==> src/rtl/miriscv_fetch_buffer_stage.sv <==
// miriscv_fetch_buffer_stage: multi-outstanding instruction fetch with prefetch FIFO and stallable output register
// Optional MIRISCV_FETCH_PERF_EN adds f_starve_cnt_o (saturating starvation-cycle counter).
module miriscv_fetch_buffer_stage #(
  parameter int XLEN            = 32,
  parameter int ILEN            = 32,
  parameter int DEPTH           = 4,
  parameter int MAX_OUTSTANDING = 2
) (
  input  logic            clk_i,
  input  logic            rst_i,
  input  logic [XLEN-1:0] boot_addr_i,
  output logic            instr_req_o,
  output logic [XLEN-1:0] instr_addr_o,
  input  logic            instr_gnt_i,
  input  logic            instr_rvalid_i,
  input  logic [XLEN-1:0] instr_rdata_i,
  input  logic [XLEN-1:0] cu_pc_bra_i,
  input  logic            cu_kill_f_i,
  input  logic            cu_boot_addr_load_en_i,
  input  logic            cu_stall_f_i,
  output logic [ILEN-1:0] f_instr_o,
  output logic [XLEN-1:0] f_current_pc_o,
  output logic [XLEN-1:0] f_next_pc_o,
`ifdef MIRISCV_FETCH_PERF_EN
  output logic [31:0]     f_starve_cnt_o,
`endif
  output logic            f_valid_o
);
  localparam int AW = $clog2(DEPTH);
  localparam int CW = $clog2(DEPTH + 1);
  localparam int QW = (MAX_OUTSTANDING > 1) ? $clog2(MAX_OUTSTANDING) : 1;
  localparam logic [CW-1:0]   C_DEPTH = CW'(DEPTH);
  localparam logic [CW-1:0]   C_MAXO  = CW'(MAX_OUTSTANDING);
  localparam logic [QW-1:0]   Q_LAST  = QW'(MAX_OUTSTANDING - 1);
  localparam logic [ILEN-1:0] NOP     = ILEN'(32'h00000013);

  logic [XLEN-1:0] r_req_pc;
  logic [ILEN-1:0] r_fifo_instr [DEPTH];
  logic [XLEN-1:0] r_fifo_pc    [DEPTH];
  logic [AW-1:0]   r_wr_ptr, r_rd_ptr;
  logic [CW-1:0]   r_count, r_outstanding, r_drop;
  logic [XLEN-1:0] r_pcq [MAX_OUTSTANDING];
  logic [QW-1:0]   r_pcq_wr, r_pcq_rd;
  logic [ILEN-1:0] r_instr;
  logic [XLEN-1:0] r_pc, r_next_pc;
  logic            r_valid;

  logic            w_flush, w_req, w_issue, w_rsp, w_push, w_pop;
  logic [XLEN-1:0] w_target;
  logic [CW:0]     w_sum;
  logic [CW-1:0]   w_out_next;

  always_comb begin
    w_flush    = cu_boot_addr_load_en_i | cu_kill_f_i;
    w_target   = cu_boot_addr_load_en_i ? boot_addr_i : cu_pc_bra_i;
    w_sum      = {1'b0, r_outstanding} + {1'b0, r_count};
    w_req      = !rst_i && !w_flush && (r_outstanding < C_MAXO) && (w_sum < {1'b0, C_DEPTH});
    w_issue    = w_req && instr_gnt_i;
    // responses with nothing outstanding (e.g. stragglers from before reset) are illegal and ignored
    w_rsp      = instr_rvalid_i && (r_outstanding != '0);
    w_push     = w_rsp && (r_drop == '0) && !w_flush;
    w_pop      = !cu_stall_f_i && (r_count != '0) && !w_flush;
    w_out_next = r_outstanding + CW'(w_issue) - CW'(w_rsp);
  end

  assign instr_req_o    = w_req;
  assign instr_addr_o   = r_req_pc;
  assign f_instr_o      = r_instr;
  assign f_current_pc_o = r_pc;
  assign f_next_pc_o    = r_next_pc;
  assign f_valid_o      = r_valid;

  always_ff @(posedge clk_i) begin
    if (rst_i) begin
      r_req_pc      <= boot_addr_i;
      r_wr_ptr      <= '0;
      r_rd_ptr      <= '0;
      r_count       <= '0;
      r_outstanding <= '0;
      r_drop        <= '0;
      r_pcq_wr      <= '0;
      r_pcq_rd      <= '0;
      r_instr       <= NOP;
      r_pc          <= '0;
      r_next_pc     <= '0;
      r_valid       <= 1'b0;
    end else begin
      r_outstanding <= w_out_next;
      // the PC queue tracks every granted request so it stays aligned with in-order responses across flushes
      if (w_issue) begin
        r_pcq[r_pcq_wr] <= r_req_pc;
        r_pcq_wr        <= (r_pcq_wr == Q_LAST) ? '0 : r_pcq_wr + QW'(1);
      end
      if (w_rsp)
        r_pcq_rd <= (r_pcq_rd == Q_LAST) ? '0 : r_pcq_rd + QW'(1);
      if (w_flush) begin
        r_req_pc <= w_target;
        r_wr_ptr <= '0;
        r_rd_ptr <= '0;
        r_count  <= '0;
        r_drop   <= w_out_next;
        r_instr  <= NOP;
        r_valid  <= 1'b0;
      end else begin
        if (w_issue)
          r_req_pc <= r_req_pc + XLEN'(4);
        if (w_rsp && r_drop != '0)
          r_drop <= r_drop - CW'(1);
        if (w_push) begin
          r_fifo_instr[r_wr_ptr] <= instr_rdata_i[ILEN-1:0];
          r_fifo_pc[r_wr_ptr]    <= r_pcq[r_pcq_rd];
          r_wr_ptr               <= r_wr_ptr + AW'(1);
        end
        if (w_pop)
          r_rd_ptr <= r_rd_ptr + AW'(1);
        r_count <= r_count + CW'(w_push) - CW'(w_pop);
        if (!cu_stall_f_i) begin
          r_instr <= w_pop ? r_fifo_instr[r_rd_ptr] : NOP;
          r_valid <= w_pop;
          if (w_pop) begin
            r_pc      <= r_fifo_pc[r_rd_ptr];
            r_next_pc <= r_fifo_pc[r_rd_ptr] + XLEN'(4);
          end
        end
      end
    end
  end

`ifdef MIRISCV_FETCH_PERF_EN
  logic [31:0] r_starve;
  always_ff @(posedge clk_i) begin
    if (rst_i)
      r_starve <= '0;
    else if (!cu_stall_f_i && r_count == '0 && !w_flush && r_starve != '1)
      r_starve <= r_starve + 32'd1;
  end
  assign f_starve_cnt_o = r_starve;
`endif
endmodule

==> config.mk <==
export PLATFORM = sky130hd
export DESIGN_NAME = miriscv_fetch_buffer_stage
export DESIGN_NICKNAME = d
export VERILOG_FILES = /design/src/rtl/miriscv_fetch_buffer_stage.sv
export SDC_FILE = /design/constraint.sdc
export NUM_CORES = 1
export LEC_CHECK = 0
export CORE_ASPECT_RATIO = 0.9
export CORE_UTILIZATION = 55
export CTS_BUF_LIST = sky130_fd_sc_hd__clkbuf_8
export DETAILED_ROUTE_END_ITERATION = 8
export DONT_BUFFER_PORTS = 1
export PLACE_DENSITY = 0.76
export SYNTH_ARGS = -nofsm -noshare
export SYNTH_HDL_FRONTEND = slang
export SYNTH_SLANG_ARGS = --single-unit
==> constraint.sdc <==
create_clock -name clk_i -period 3.7 [get_ports clk_i]
set_clock_uncertainty 0.1 [all_clocks]
set_input_delay 0.74 -clock clk_i [delete_from_list [all_inputs] [get_ports clk_i]]
set_output_delay 0.74 -clock clk_i [all_outputs]
set_load 0.1 [all_outputs]
==> impl_metrics.xml <==
<?xml version="1.0" encoding="UTF-8"?>
<metrics>
  <group name="run_status">
    <metric name="status" unit="">completed</metric>
  </group>
  <group name="power_and_ir_drop">
    <metric name="total_leakage_power" unit="nW">6.67</metric>
    <metric name="clock_power_share" unit="%">36.8</metric>
    <metric name="power.net_switching" unit="mW">2.75</metric>
    <metric name="cellPowerDensity" unit="nW/um2">542</metric>
    <metric name="share_seq_of_total_power" unit="%">53.2</metric>
    <metric name="peakVddDrop" unit="V">0.000302</metric>
    <metric name="switching_part_of_the_total_power" unit="%">24.7</metric>
    <metric name="power.internal" unit="mW">8.42</metric>
    <metric name="share_comb_of_total_power" unit="%">10.0</metric>
  </group>
  <group name="floorplanning">
    <metric name="io-pin-count" unit="">233</metric>
    <metric name="die-area" unit="um2">34400</metric>
    <metric name="initial_core_utilization" unit="%">56.0</metric>
    <metric name="core.rowCount" unit="">63</metric>
    <metric name="placeableCoreArea" unit="um2">33000</metric>
    <metric name="die-height" unit="um">176</metric>
    <metric name="die-width" unit="um">195</metric>
  </group>
  <group name="global_route">
    <metric name="antenna_violations_before_repair" unit="">0</metric>
    <metric name="first_pass_grt_wire_length" unit="mm">58.4</metric>
    <metric name="grt_util_all_layers" unit="%">22.4</metric>
    <metric name="grt_start_max_net_pins" unit="">118</metric>
    <metric name="grt.overflow.total" unit="">0</metric>
    <metric name="vias_in_the_first_global_route" unit="">10200</metric>
  </group>
  <group name="detailed_routing">
    <metric name="detail_route.vias_per_cell" unit="">6.00</metric>
    <metric name="drc" unit="">0</metric>
    <metric name="num_vias" unit="">10600</metric>
    <metric name="firstDrtPassIters" unit="">5</metric>
    <metric name="drt_wl_total" unit="mm">38.1</metric>
    <metric name="wl_per_cell" unit="um">21.7</metric>
    <metric name="drtIter0Drc" unit="">741</metric>
    <metric name="drtAntennaViolNets" unit="">0</metric>
  </group>
  <group name="yosys">
    <metric name="yosysTopAreaCell" unit="">sky130_fd_sc_hd__edfxtp_1</metric>
    <metric name="ys_seq_area_share" unit="%">69.4</metric>
    <metric name="netlist_instances" unit="">1234</metric>
    <metric name="synth_enable_flop_cells" unit="">352</metric>
    <metric name="yosys_warnings" unit="">0</metric>
    <metric name="syn-num-nets" unit="">1354</metric>
    <metric name="flip_flop_and_latch_count_after_synthesis" unit="">465</metric>
    <metric name="ys_top_cells_by_area" unit="">sky130_fd_sc_hd__edfxtp_1 57%, sky130_fd_sc_hd__dfxtp_1 12%, sky130_fd_sc_hd__mux4_2 6.5%</metric>
    <metric name="synth_area_per_cell" unit="um2">15.0</metric>
    <metric name="post_synth_num_cell_types" unit="">52</metric>
    <metric name="synth_area" unit="um2">18500</metric>
    <metric name="asr_flop_ratio_synth" unit="%">0</metric>
    <metric name="ys_dominant_reg_cell" unit="">sky130_fd_sc_hd__edfxtp_1</metric>
    <metric name="netlist.area_leader.share" unit="%">57.2</metric>
  </group>
  <group name="worst_setup_path">
    <metric name="endpoint_kind" unit="">output port</metric>
    <metric name="critPathRequiredTime" unit="ps">2860</metric>
    <metric name="critical_path.max_fanout" unit="">3</metric>
    <metric name="worstPathCellList" unit="">ha_1 &gt; or4b_4 &gt; a311oi_4 &gt; buf_4</metric>
    <metric name="path_class" unit="">reg2out</metric>
    <metric name="timing.critical_path.slowest_stage_cell" unit="">sky130_fd_sc_hd__or4b_4</metric>
    <metric name="worst_reg2reg_path_depth" unit="">6</metric>
    <metric name="worst_setup_path_start_kind" unit="">register</metric>
    <metric name="arrival" unit="ps">2410</metric>
    <metric name="slowest_delay" unit="ps">530</metric>
  </group>
  <group name="final_layout">
    <metric name="finalCoreUtilization" unit="%">62.4</metric>
    <metric name="fraction_of_final_layout_cells_sized_beyond_drive_strength_1" unit="%">19.4</metric>
    <metric name="nets_finish" unit="">1404</metric>
    <metric name="synthToLayoutAreaGrowth" unit="%">11.5</metric>
    <metric name="fillerInstances" unit="">2373</metric>
    <metric name="final_cell_area" unit="um2">20600</metric>
    <metric name="mostFrequentLayoutCells" unit="">352 x sky130_fd_sc_hd__edfxtp_1, 116 x sky130_fd_sc_hd__nand2_1, 109 x sky130_fd_sc_hd__dfxtp_1, 94 x sky130_fd_sc_hd__nor2_1, 87 x sky130_fd_sc_hd__clkbuf_8</metric>
    <metric name="final_common_cell" unit="">sky130_fd_sc_hd__edfxtp_1</metric>
    <metric name="post_layout_nonfiller_instances" unit="">1761</metric>
    <metric name="insertedDiodeCount" unit="">0</metric>
  </group>
  <group name="timing">
    <metric name="fin_hold_ws" unit="ps">132</metric>
    <metric name="worst_pin_slew" unit="ps">1120</metric>
    <metric name="period_needed" unit="ps">3250</metric>
    <metric name="timing.final.setup_violations" unit="">0</metric>
    <metric name="maxSlewHeadroom" unit="%">25.1</metric>
    <metric name="rsz0062_at_grt" unit="">no</metric>
    <metric name="fin_tns_setup" unit="ps">0</metric>
    <metric name="finalMaxSlewViolations" unit="">0</metric>
    <metric name="count_of_final_hold_check_violations" unit="">0</metric>
    <metric name="fmax" unit="MHz">307</metric>
    <metric name="final.period_utilization" unit="%">87.9</metric>
  </group>
  <group name="clocking">
    <metric name="post-cts-setup-buffer-count" unit="">0</metric>
    <metric name="clkTransAtPathRegs" unit="ps">60</metric>
    <metric name="tritoncts" unit="">yes</metric>
    <metric name="cts_buffer_depth" unit="">3</metric>
    <metric name="number_of_buffers_added_by_the_clock_tree_synthesis_step" unit="">73</metric>
    <metric name="post_cts.resized_instances" unit="">0</metric>
    <metric name="postCtsHoldBufs" unit="">0</metric>
    <metric name="tritoncts_num_sinks" unit="">465</metric>
    <metric name="clkLatencyLatePin" unit="ps">600</metric>
    <metric name="cts_max_level" unit="">3</metric>
    <metric name="clk_root_buffer_cell" unit="">sky130_fd_sc_hd__clkbuf_8</metric>
  </group>
  <group name="place">
    <metric name="gp_routability_congestion" unit="">0.853</metric>
    <metric name="instance_count_after_placement_with_tap_cells_included" unit="">1631</metric>
    <metric name="detailed_place.area" unit="um2">19200</metric>
    <metric name="port-buffer-count" unit="">0</metric>
    <metric name="place.detailed.hpwl" unit="mm">24.4</metric>
  </group>
  <group name="worst_hold_path">
    <metric name="hold_depth" unit="">0</metric>
    <metric name="worstHoldPathType" unit="">in2reg</metric>
  </group>
  <group name="job">
    <metric name="maxCapViolations" unit="">0</metric>
  </group>
</metrics>
[cell families (layout without fill, tap and decap cells)]
family / after synthesis / count (layout) / synth area share [%]
and+or+nand+nor: 334 / 334 / 8.49
xor gates and xnor gates: 44 / 44 / 2.08
buffers and inverters: 99 / 204 / 2.30
AOI/OAI and AO/OA: 169 / 169 / 5.98
DFF: 465 / 465 / 69.4
adders and majority gates: 17 / 17 / 1.23
muxes: 106 / 106 / 10.5
[stage by stage]
step / total power, mW / setup WS [ps]
after CTS: 11.3 / 391
after global routing: 11.6 / 297
after detailed placement: 7.17 / 503
final: 11.2 / 448
after global placement: 7.12 / 644
after floorplan: 6.92 / -248
[power groups by stage]
stage,sequential [mW],combinational [mW],clock [mW]
floorplan,6.30,0.620,0
global placement,6.05,1.08,0
detailed placement,6.05,1.11,0
CTS,5.94,1.12,4.21
global route,5.95,1.20,4.43
finish,5.94,1.11,4.11
[layout make-up]
class	count	area, um2	share of cell area (%)
clock inverters	43	205	0.996
well taps	422	528	2.56
flip-flops and latches	465	12800	62.3
clock buffers	87	1200	5.81
multi-input cells	670	5310	25.8
repair buffers	50	438	2.12
inverters	24	92.6	0.449
[sequential cells by signal, summed over array words and instances, names as in the netlist, named ones only]
signal          count
r_fifo_instr      128
r_fifo_pc         128
r_pcq              64
f_current_pc_o     32
f_instr_o          32
instr_addr_o       32
f_next_pc_o        30
r_count             3
r_drop              3
r_outstanding       3
r_rd_ptr            2
r_wr_ptr            2
f_valid_o           1
r_pcq_rd            1
r_pcq_wr            1
[worst max-delay path: cells and delay by family, from the launching register on]
kind | cells | cell delay (ps)
buffers and inverters | 1 | 360
flip-flops | 1 | 340
adder cells (fa/ha/maj) | 1 | 300
AO/OA/AOI/OAI | 1 | 300
AND/OR/NAND/NOR | 1 | 530
[routing by layer]
metal | wire length [um] | GRT usage [%] | up-vias
met5 | 0 | 0 | -
met4 | 947 | 7.78 | 0
met3 | 3710 | 6.34 | 69
met2 | 16600 | 32.2 | 462
met1 | 16900 | 32.7 | 5208
li1 | - | - | 4835
[worst paths after layout]
| check | slack, ps | start | endpoint |
|---|---|---|---|
| setup reg to reg | 480 | register | f_next_pc_o[25] |
| hold / removal | 130 | instr_rdata_i[16] | r_fifo_instr[3][16] |
| setup / recovery | 450 | r_count[2] | instr_req_o |
| hold reg to reg | 380 | instr_addr_o[2] | r_pcq[0][2] |
[cell usage after synthesis (4+ instances only)]
cell type,instances
sky130_fd_sc_hd__a211oi_1,15
sky130_fd_sc_hd__a21oi_1,50
sky130_fd_sc_hd__a22oi_1,29
sky130_fd_sc_hd__a311oi_1,14
sky130_fd_sc_hd__and2_1,11
sky130_fd_sc_hd__and3_1,9
sky130_fd_sc_hd__and4_1,6
sky130_fd_sc_hd__buf_1,11
sky130_fd_sc_hd__buf_2,6
sky130_fd_sc_hd__buf_4,4
sky130_fd_sc_hd__clkbuf_1,51
sky130_fd_sc_hd__dfxtp_1,113
sky130_fd_sc_hd__edfxtp_1,352
sky130_fd_sc_hd__ha_1,15
sky130_fd_sc_hd__inv_1,23
sky130_fd_sc_hd__mux2_2,32
sky130_fd_sc_hd__mux2i_1,10
sky130_fd_sc_hd__mux4_1,11
sky130_fd_sc_hd__mux4_2,53
sky130_fd_sc_hd__nand2_1,117
sky130_fd_sc_hd__nand2b_1,7
sky130_fd_sc_hd__nand3_1,22
sky130_fd_sc_hd__nand4_1,11
sky130_fd_sc_hd__nor2_1,97
sky130_fd_sc_hd__nor2b_1,4
sky130_fd_sc_hd__nor3_1,12
sky130_fd_sc_hd__nor4_1,15
sky130_fd_sc_hd__o21ai_0,25
sky130_fd_sc_hd__o22ai_1,11
sky130_fd_sc_hd__o31a_1,6
sky130_fd_sc_hd__o31ai_1,9
sky130_fd_sc_hd__or3_1,6
sky130_fd_sc_hd__or4_1,8
sky130_fd_sc_hd__xnor2_1,36
sky130_fd_sc_hd__xor2_1,8
(Power assumes the default switching activity.)
